File: config.mk
export PLATFORM = sky130hd
export DESIGN_NAME = kamus_if_prefetch_flat
export DESIGN_NICKNAME = d
export VERILOG_FILES = /design/src/rtl/kamus_pkg.sv /design/src/rtl/kamus_if_prefetch_if.sv /design/src/rtl/kamus_sync_fifo.sv /design/src/rtl/kamus_if_prefetch.sv /design/src/flat_wrapper.sv
export SDC_FILE = /design/constraint.sdc
export NUM_CORES = 1
export LEC_CHECK = 0
export CAP_MARGIN = 25
export CORE_ASPECT_RATIO = 1.1
export CORE_UTILIZATION = 45
export CTS_CLUSTER_DIAMETER = 120
export DETAILED_ROUTE_END_ITERATION = 6
export HOLD_SLACK_MARGIN = 0.05
export MAX_ROUTING_LAYER = met4
export PLACE_DENSITY = 0.67
export SYNTH_ARGS = -nofsm -noshare
export SYNTH_HDL_FRONTEND = slang
export SYNTH_HIERARCHICAL = 1
export SYNTH_SLANG_ARGS = --single-unit
File: constraint.sdc
create_clock -name clk_i -period 9.7 [get_ports clk_i]
set_input_delay 0.97 -clock clk_i [delete_from_list [all_inputs] [get_ports clk_i]]
set_output_delay 0.97 -clock clk_i [all_outputs]
set_load 0.05 [all_outputs]
File: src/rtl/kamus_pkg.sv
// kamus_pkg: shared fetch-stage state encoding and constants
package kamus_pkg;
    typedef enum logic [1:0] {BOOT_ST, RUN_ST, FLUSH_ST} if_state_e;
    localparam logic [31:0] NOP_INSTR = 32'h00000013;
endpackage

File: src/rtl/kamus_if_prefetch_if.sv
// kamus_if_prefetch_if: EX redirect, L1I request/response and ID valid/ready bundle
interface kamus_if_prefetch_if;
    logic        redirect_i;
    logic [31:0] redirect_addr_i;
    logic        l1i_req_o;
    logic [31:0] l1i_addr_o;
    logic        l1i_gnt_i;
    logic        l1i_rvalid_i;
    logic [31:0] l1i_rdata_i;
    logic        instr_valid_o;
    logic        instr_ready_i;
    logic [31:0] instr_data_o;
    logic [31:0] instr_pc_o;
    logic [31:0] next_pc_o;
    modport master (
        input  redirect_i, redirect_addr_i, l1i_gnt_i, l1i_rvalid_i, l1i_rdata_i, instr_ready_i,
        output l1i_req_o, l1i_addr_o, instr_valid_o, instr_data_o, instr_pc_o, next_pc_o
    );
    modport slave (
        output redirect_i, redirect_addr_i, l1i_gnt_i, l1i_rvalid_i, l1i_rdata_i, instr_ready_i,
        input  l1i_req_o, l1i_addr_o, instr_valid_o, instr_data_o, instr_pc_o, next_pc_o
    );
endinterface

File: src/rtl/kamus_sync_fifo.sv
// kamus_sync_fifo: synchronous FIFO with flush, occupancy count and memory-backed head
module kamus_sync_fifo #(
    parameter int WIDTH = 64,
    parameter int DEPTH = 4
) (
    input  logic                       clk_i,
    input  logic                       rst_ni,
    input  logic                       i_push,
    input  logic                       i_pop,
    input  logic                       i_flush,
    input  logic [WIDTH-1:0]           i_data,
    output logic                       o_full,
    output logic                       o_empty,
    output logic [$clog2(DEPTH+1)-1:0] o_count,
    output logic [WIDTH-1:0]           o_head
);
    localparam int AW = $clog2(DEPTH);
    localparam int CW = $clog2(DEPTH + 1);
    logic [WIDTH-1:0] r_mem [DEPTH];
    logic [AW-1:0]    r_wr, r_rd;
    logic [CW-1:0]    r_count;
    logic             w_push, w_pop;
    assign w_pop   = i_pop & ~o_empty;
    assign w_push  = i_push & (~o_full | w_pop);
    assign o_full  = r_count == CW'(DEPTH);
    assign o_empty = r_count == '0;
    assign o_count = r_count;
    assign o_head  = r_mem[r_rd];
    always_ff @(posedge clk_i) begin
        if (!rst_ni || i_flush) begin
            r_wr    <= '0;
            r_rd    <= '0;
            r_count <= '0;
        end else begin
            if (w_push) r_wr <= r_wr + AW'(1);
            if (w_pop) r_rd <= r_rd + AW'(1);
            r_count <= r_count + CW'(w_push) - CW'(w_pop);
        end
    end
    always_ff @(posedge clk_i) begin
        if (w_push) r_mem[r_wr] <= i_data;
    end
endmodule

File: src/rtl/kamus_if_prefetch.sv
// kamus_if_prefetch: credit-limited L1I fetch stage with a prefetch queue toward ID
module kamus_if_prefetch import kamus_pkg::*; #(
    parameter logic [31:0] BOOT_ADDR  = 32'h0,
    parameter int          FIFO_DEPTH = 4
) (
    input logic                 clk_i,
    input logic                 rst_ni,
    kamus_if_prefetch_if.master bus
);
    localparam int CW = $clog2(FIFO_DEPTH + 1);
    if_state_e    r_state, w_state_nxt;
    logic [31:0]  r_fetch_pc, r_resp_pc, w_fetch_nxt, w_resp_nxt, w_redir_pc;
    logic [CW-1:0] r_outstanding, r_discard, w_out_nxt, w_discard_nxt, w_count;
    logic         w_req, w_gnt, w_rsp, w_drop, w_redir, w_push, w_pop, w_full, w_empty;
    logic [63:0]  w_head;
    assign w_redir    = bus.redirect_i && r_state != BOOT_ST;
    assign w_redir_pc = {bus.redirect_addr_i[31:2], 2'b00};
    assign w_req      = r_state == RUN_ST && ({1'b0, w_count} + {1'b0, r_outstanding} < (CW+1)'(FIFO_DEPTH));
    assign w_gnt      = w_req & bus.l1i_gnt_i;
    // responses with nothing outstanding (e.g. stray after reset) are ignored
    assign w_rsp      = bus.l1i_rvalid_i && r_state == RUN_ST && r_outstanding != '0;
    assign w_drop     = bus.l1i_rvalid_i && r_state == FLUSH_ST && r_discard != '0;
    assign w_push     = w_rsp & ~w_redir;
    assign w_pop      = ~w_empty & bus.instr_ready_i;
    always_comb begin
        w_state_nxt   = r_state;
        w_fetch_nxt   = w_gnt ? r_fetch_pc + 32'd4 : r_fetch_pc;
        w_resp_nxt    = w_rsp ? r_resp_pc + 32'd4 : r_resp_pc;
        w_out_nxt     = r_outstanding + CW'(w_gnt) - CW'(w_rsp);
        w_discard_nxt = r_discard - CW'(w_drop);
        if (r_state == BOOT_ST || (r_state == FLUSH_ST && w_discard_nxt == '0)) w_state_nxt = RUN_ST;
        if (w_redir) begin
            // everything still in flight, including a same-cycle grant, must be dropped
            w_discard_nxt = w_discard_nxt + w_out_nxt;
            w_out_nxt     = '0;
            w_fetch_nxt   = w_redir_pc;
            w_resp_nxt    = w_redir_pc;
            w_state_nxt   = w_discard_nxt != '0 ? FLUSH_ST : RUN_ST;
        end
    end
    always_ff @(posedge clk_i) begin
        if (!rst_ni) begin
            r_state       <= BOOT_ST;
            r_fetch_pc    <= BOOT_ADDR;
            r_resp_pc     <= BOOT_ADDR;
            r_outstanding <= '0;
            r_discard     <= '0;
        end else begin
            r_state       <= w_state_nxt;
            r_fetch_pc    <= w_fetch_nxt;
            r_resp_pc     <= w_resp_nxt;
            r_outstanding <= w_out_nxt;
            r_discard     <= w_discard_nxt;
        end
    end
    kamus_sync_fifo #(.WIDTH(64), .DEPTH(FIFO_DEPTH)) u_fifo (
        .clk_i   (clk_i),
        .rst_ni  (rst_ni),
        .i_push  (w_push),
        .i_pop   (w_pop),
        .i_flush (w_redir),
        .i_data  ({r_resp_pc, bus.l1i_rdata_i}),
        .o_full  (w_full),
        .o_empty (w_empty),
        .o_count (w_count),
        .o_head  (w_head)
    );
    assign bus.l1i_req_o     = w_req;
    assign bus.l1i_addr_o    = r_fetch_pc;
    assign bus.instr_valid_o = ~w_empty;
    assign {bus.instr_pc_o, bus.instr_data_o} = w_empty ? {32'h0, NOP_INSTR} : w_head;
    assign bus.next_pc_o     = bus.instr_pc_o + 32'd4;
    assert property (@(posedge clk_i) disable iff (!rst_ni) !(w_push && w_full && !w_pop));
endmodule

File: src/flat_wrapper.sv
// flat-port wrapper written by rule: the top's interface ports become plain ports
module kamus_if_prefetch_flat import kamus_pkg::*;
#(
    parameter logic [31:0] BOOT_ADDR  = 32'h0,
    parameter int          FIFO_DEPTH = 4
)
  (clk_i, rst_ni, bus_redirect_i, bus_redirect_addr_i, bus_l1i_gnt_i, bus_l1i_rvalid_i, bus_l1i_rdata_i, bus_instr_ready_i, bus_l1i_req_o, bus_l1i_addr_o, bus_instr_valid_o, bus_instr_data_o, bus_instr_pc_o, bus_next_pc_o);
  kamus_if_prefetch_if bus_i ();
  input logic clk_i;
  input logic rst_ni;
  input wire logic [$bits(bus_i.redirect_i)-1:0] bus_redirect_i;
  input wire logic [$bits(bus_i.redirect_addr_i)-1:0] bus_redirect_addr_i;
  input wire logic [$bits(bus_i.l1i_gnt_i)-1:0] bus_l1i_gnt_i;
  input wire logic [$bits(bus_i.l1i_rvalid_i)-1:0] bus_l1i_rvalid_i;
  input wire logic [$bits(bus_i.l1i_rdata_i)-1:0] bus_l1i_rdata_i;
  input wire logic [$bits(bus_i.instr_ready_i)-1:0] bus_instr_ready_i;
  output wire logic [$bits(bus_i.l1i_req_o)-1:0] bus_l1i_req_o;
  output wire logic [$bits(bus_i.l1i_addr_o)-1:0] bus_l1i_addr_o;
  output wire logic [$bits(bus_i.instr_valid_o)-1:0] bus_instr_valid_o;
  output wire logic [$bits(bus_i.instr_data_o)-1:0] bus_instr_data_o;
  output wire logic [$bits(bus_i.instr_pc_o)-1:0] bus_instr_pc_o;
  output wire logic [$bits(bus_i.next_pc_o)-1:0] bus_next_pc_o;
  assign bus_i.redirect_i = bus_redirect_i;
  assign bus_i.redirect_addr_i = bus_redirect_addr_i;
  assign bus_i.l1i_gnt_i = bus_l1i_gnt_i;
  assign bus_i.l1i_rvalid_i = bus_l1i_rvalid_i;
  assign bus_i.l1i_rdata_i = bus_l1i_rdata_i;
  assign bus_i.instr_ready_i = bus_instr_ready_i;
  assign bus_l1i_req_o = bus_i.l1i_req_o;
  assign bus_l1i_addr_o = bus_i.l1i_addr_o;
  assign bus_instr_valid_o = bus_i.instr_valid_o;
  assign bus_instr_data_o = bus_i.instr_data_o;
  assign bus_instr_pc_o = bus_i.instr_pc_o;
  assign bus_next_pc_o = bus_i.next_pc_o;
  kamus_if_prefetch #(.BOOT_ADDR(BOOT_ADDR), .FIFO_DEPTH(FIFO_DEPTH)) u_core (.clk_i(clk_i), .rst_ni(rst_ni), .bus(bus_i));
endmodule
# Yosys cells after proc, flatten, opt, wreduce, memory -nomap -nowiden
# Memory sizes are Yosys's and may differ from the RTL's. A register that Yosys moved wholly into a read port is not among the register bits.
# Cells that the tools add are included.
[word_totals]
regBits = 79
ramBits = 256
input_bits = 70
output_inout_bits = 130
n_memories = 1
[mem_list]
columns = ["memory", "depth", "width", "rd", "rd_clocked_by_memory_dff", "wr", "line_no", "text"]
rows = [
  ["u_core.u_fifo.r_mem", 4, 64, 1, 1, 1, "kamus_sync_fifo.sv:19", "logic [WIDTH-1:0] r_mem [DEPTH];"],
]
[classes]
n_addsub = 12
order_cmp = 1
eq_ne = 3
muxes = 13
bitwise_logic = 10
n_reduce_logical = 21
[ops]
columns = ["operator", "n"]
rows = [
  ["$mux 32", 4],
  ["$add 32x3->32 const B", 3],
  ["$mux 64", 1],
  ["$mux 2", 5],
  ["$reduce_bool 3->1", 3],
  ["$sub 3x1->3", 3],
  ["$reduce_bool 2->1", 4],
  ["$logic_and 1x1->1", 7],
  ["$add 3x1->3", 2],
  ["$logic_not 3->1", 2],
  ["$and 1x1->1", 5],
  ["$add 2x1->2 const B", 2],
  ["$add 3x3->4", 1],
  ["$lt 4x3->1 const B", 1],
  ["$not 1->1", 4],
  ["$add 3x3->3", 1],
  ["$eq 3x3->1 const B", 1],
  ["$mux 3", 1],
  ["$eq 2x1->1 const B", 1],
  ["$eq 2x2->1 const B", 1],
  ["$logic_not 2->1", 1],
  ["$logic_or 1x1->1", 2],
  ["$mux 1", 2],
  ["$reduce_or 2->1", 1],
  ["2 further kinds", 2],
]

# Logic depth before layout (Yosys ltp)
[depth]
depth_word = 10
depth_mapped = 14
ltp_nobuf = 13

# Cells and area by module
# Netlist, hierarchy kept.
[by_module_without_submodules]
columns = ["mod", "n_inst", "cells_per_inst", "area_per_inst_um2"]
rows = [
  ["kamus_sync_fifo", 1, 386, 9686.8],
  ["kamus_if_prefetch", 1, 703, 5250.0],
]

# Worst setup path before layout
# No wires, ideal clock.
[synth_path]
kind = "flip-flop to output port"
startpoint = "register u_core.u_fifo.r_count[1], in the netlist u_core/u_fifo/o_count[1]"
endpoint = "output port bus_next_pc_o[28]"
arrival_ns = 4.549
required_ns = 8.730
slack_ns = 4.181
path_stages_with_launch = 14
path_buffers = 4
path_cell_list = "dfxtp_1 nor3_1 clkbuf_1 clkbuf_1 clkbuf_1 inv_1 nand2_1 inv_1 ha_1 nand3b_1 or4b_1 clkbuf_1 nor4b_1 xor2_1"
[synth_via]
elab_chain_len = 3
[synth_lines]
columns = ["item", "line_no", "text"]
rows = [
  ["start: declaration", "kamus_sync_fifo.sv:21", "logic [CW-1:0] r_count;"],
  ["start signal: assignment", "kamus_sync_fifo.sv:37", "r_count <= r_count + CW'(w_push) - CW'(w_pop);"],
  ["$logic_not 3->1", "kamus_sync_fifo.sv:26", "assign o_empty = r_count == '0;"],
  ["via u_core.w_empty", "kamus_if_prefetch.sv:14", "logic w_req, w_gnt, w_rsp, w_drop, w_redir, w_push, w_pop, w_full, w_empty;"],
  ["$mux 64", "kamus_if_prefetch.sv:71", "assign {bus.instr_pc_o, bus.instr_data_o} = w_empty ? {32'h0, NOP_INSTR} : w_head;"],
  ["via bus_instr_pc_o[2]", "flat_wrapper.sv:21", "output wire logic [$bits(bus_i.instr_pc_o)-1:0] bus_instr_pc_o;"],
  ["$add 32x3->32", "kamus_if_prefetch.sv:72", "assign bus.next_pc_o = bus.instr_pc_o + 32'd4;"],
  ["end: declaration", "flat_wrapper.sv:22", "output wire logic [$bits(bus_i.next_pc_o)-1:0] bus_next_pc_o;"],
]
# The timed path passes the listed nets, and every way through them passes these cells.

==> flow_summary.ini <==
[sta]
tightestPinTransition_ns = 1.01
setup_ws_ns = 3.96
post-route-min-period_ns = 5.74
period_share_pct = 59.2
max_slew_margin_pct = 32.5
finClkSkew_ns = 0.0127
tns_ns = 0
hold_viol = 0
rsz0062_at_grt = no
fmax_mhz = 174
drv_slew = 0
finalSetupViolCount = 0
whs_ns = 0.490

[routing]
wire_per_inst_um = 19.6
drtPass1Iterations = 7
drt-total-wl_um = 33700
drc = 0
ant_nets = 0
first_iter_violations = 705
vias = 9933
avgViaCountPerCell = 5.78

[clock_network]
clock_latency_ns = 0.50
hold_buffers = 0
cts_buffers = 35
path_clk_slew_ns = 0.06
tritoncts = done
cts_root_buf = clkbuf_16
cts_setup_buffers = 0
cts-resized-gates = 0
cts_max_level = 2
clockBufferDepth = 3
clock-sinks = 333

[placed_design]
gp_congestion = 0.877
port_buffers = 195
hpwl_um = 22000
dp_slack_ns = 4.34

[power]
power_density_nw_per_um2 = 205
cellLeakagePower_uw = 0.00593
ir_drop_uv = 175

[die]
die_height_um = 193
ios = 200
fp.dieArea_um2 = 33900
initial_core_util_pct = 46.0
die_w_um = 176
num_rows = 69
core_area_um2 = 32500

[worst_setup_path]
max_stage_delay_ns = 0.83
regToRegSetupSlack_ns = 5.22
crit_slowest_cell = clkdlybuf4s50_1
reg2reg_depth = 13
worstSetupEndpoint = bus_next_pc_o[28]
crit_chain = buf_4, mux4_2, nand3_1, or4b_1, nor4b_1, xor2_1, clkdlybuf4s50_1
r2r-start = u_core/u_fifo/o_count[2]
path_max_fanout = 41
required_ns = 8.73
arrival_ns = 4.77
endpoint_kind = output pin
reg2reg_to = u_core/r_discard[2]
start_kind = register
path_class = reg2out

[status]
status = complete, no violations

[grt]
grt_max_degree = 70
antenna_found_initial = 0
grt_pass1_wl_um = 52800
grt_pass1_vias = 9707
overflow = 0
gr-usage-all-layers_pct = 20.7

[synth]
yosys_warnings = 6
syn_avg_cell_area_um2 = 13.7
synthCells = 1088
syn-cell-area_um2 = 14900

[cells_and_area]
multi_input_area_um2 = 5360
diodes = 0
fill_cells = 2702
drive_gt1_share_pct = 11.1
nNetsFinal = 1363
area_delta_synth_final_pct = 22.7
seq_area_um2 = 9230

[min_path]
holdCritPathClass = reg2reg
hold-path-cell-count = 2

[run]
drv_cap = 0
registers in the layout (all words and copies together), names as in the netlist, named ones only:
name                   cells
u_core/u_fifo/o_count      3
u_core/r_resp_pc          30
u_core/u_fifo/r_mem      256
u_core/r_state             2
u_core/r_outstanding       3
u_core/r_discard           3
u_core/u_fifo/r_rd         2
u_core/u_fifo/r_wr         2
u_core/bus.l1i_addr_o     30
critical path: cells and delay by family, from the launching register on:
kind / cells / cell delay [ns]
AND/OR/NAND/NOR: 3 / 1.36
XOR/XNOR: 1 / 0.17
buffers and inverters: 2 / 1.59
flip-flops: 1 / 0.67
multiplexers: 1 / 0.46
worst min path at each step:
stage	start	end
final	u_core/u_fifo/r_rd[0]	register
after global routing	u_core/u_fifo/r_rd[1]	register
after CTS	u_core/u_fifo/r_rd[0]	register
after detailed placement	u_core/u_fifo/r_rd[0]	register
after global placement	u_core/u_fifo/r_rd[1]	register
after floorplan	u_core/u_fifo/r_rd[1]	register
through the flow:
| stage | power (uW) | instances | area, um2 | utilization (%) |
|---|---|---|---|---|
| floorplan | 2290 | 1097 | 15000 | - |
| global placement | 2540 | 1663 | 17300 | 53.2 |
| detailed placement | 2560 | 1663 | 17300 | 53.2 |
| CTS | 3790 | 1720 | 18300 | 56.4 |
| global route | 3920 | 1720 | 18300 | 56.4 |
| finish | 3760 | 1720 | 18300 | 56.4 |
routing by layer:
layer	track usage [%]	part of all wire, %
met5	-	0
met4	5.35	1.8
met3	3.61	6.1
met2	33.4	47
met1	27.3	45
cell usage in the layout (no fill, tap or decap), types with 12 or more instances in the layout:
| master | instances |
|---|---|
| or4_1 | 21 |
| inv_1 | 25 |
| a31oi_1 | 20 |
| xor2_1 | 28 |
| nor3_1 | 31 |
| clkbuf_1 | 12 |
| nand4_1 | 27 |
| ha_1 | 16 |
| and3_1 | 19 |
| clkdlybuf4s50_1 | 195 |
| mux4_2 | 64 |
| o21ai_0 | 43 |
| buf_4 | 13 |
| nor4_1 | 27 |
| a21oi_1 | 21 |
| o31ai_1 | 15 |
| nand2_1 | 50 |
| or3_1 | 12 |
| edfxtp_1 | 256 |
| a211o_1 | 13 |
| a211oi_1 | 23 |
| clkbuf_16 | 37 |
| nor2b_1 | 63 |
| nand3_1 | 29 |
| nor2_1 | 46 |
| dfxtp_1 | 75 |
final cells by class:
type / count / share of cell area, %
Clock inverter: 8 / 0.389
Inverter: 25 / 0.512
Tap cell: 426 / 2.91
Clock buffer: 49 / 5.30
Timing Repair Buffer: 208 / 11.2
Multi-Input combinational cell: 671 / 29.3
Sequential cell: 333 / 50.4
report_power, final:
group	switching (uW)	internal, uW
Clock	506	722
Sequential	118	1650
Combinational	487	276
Total	1110	2650
Power figures use the tool's default switching activity.
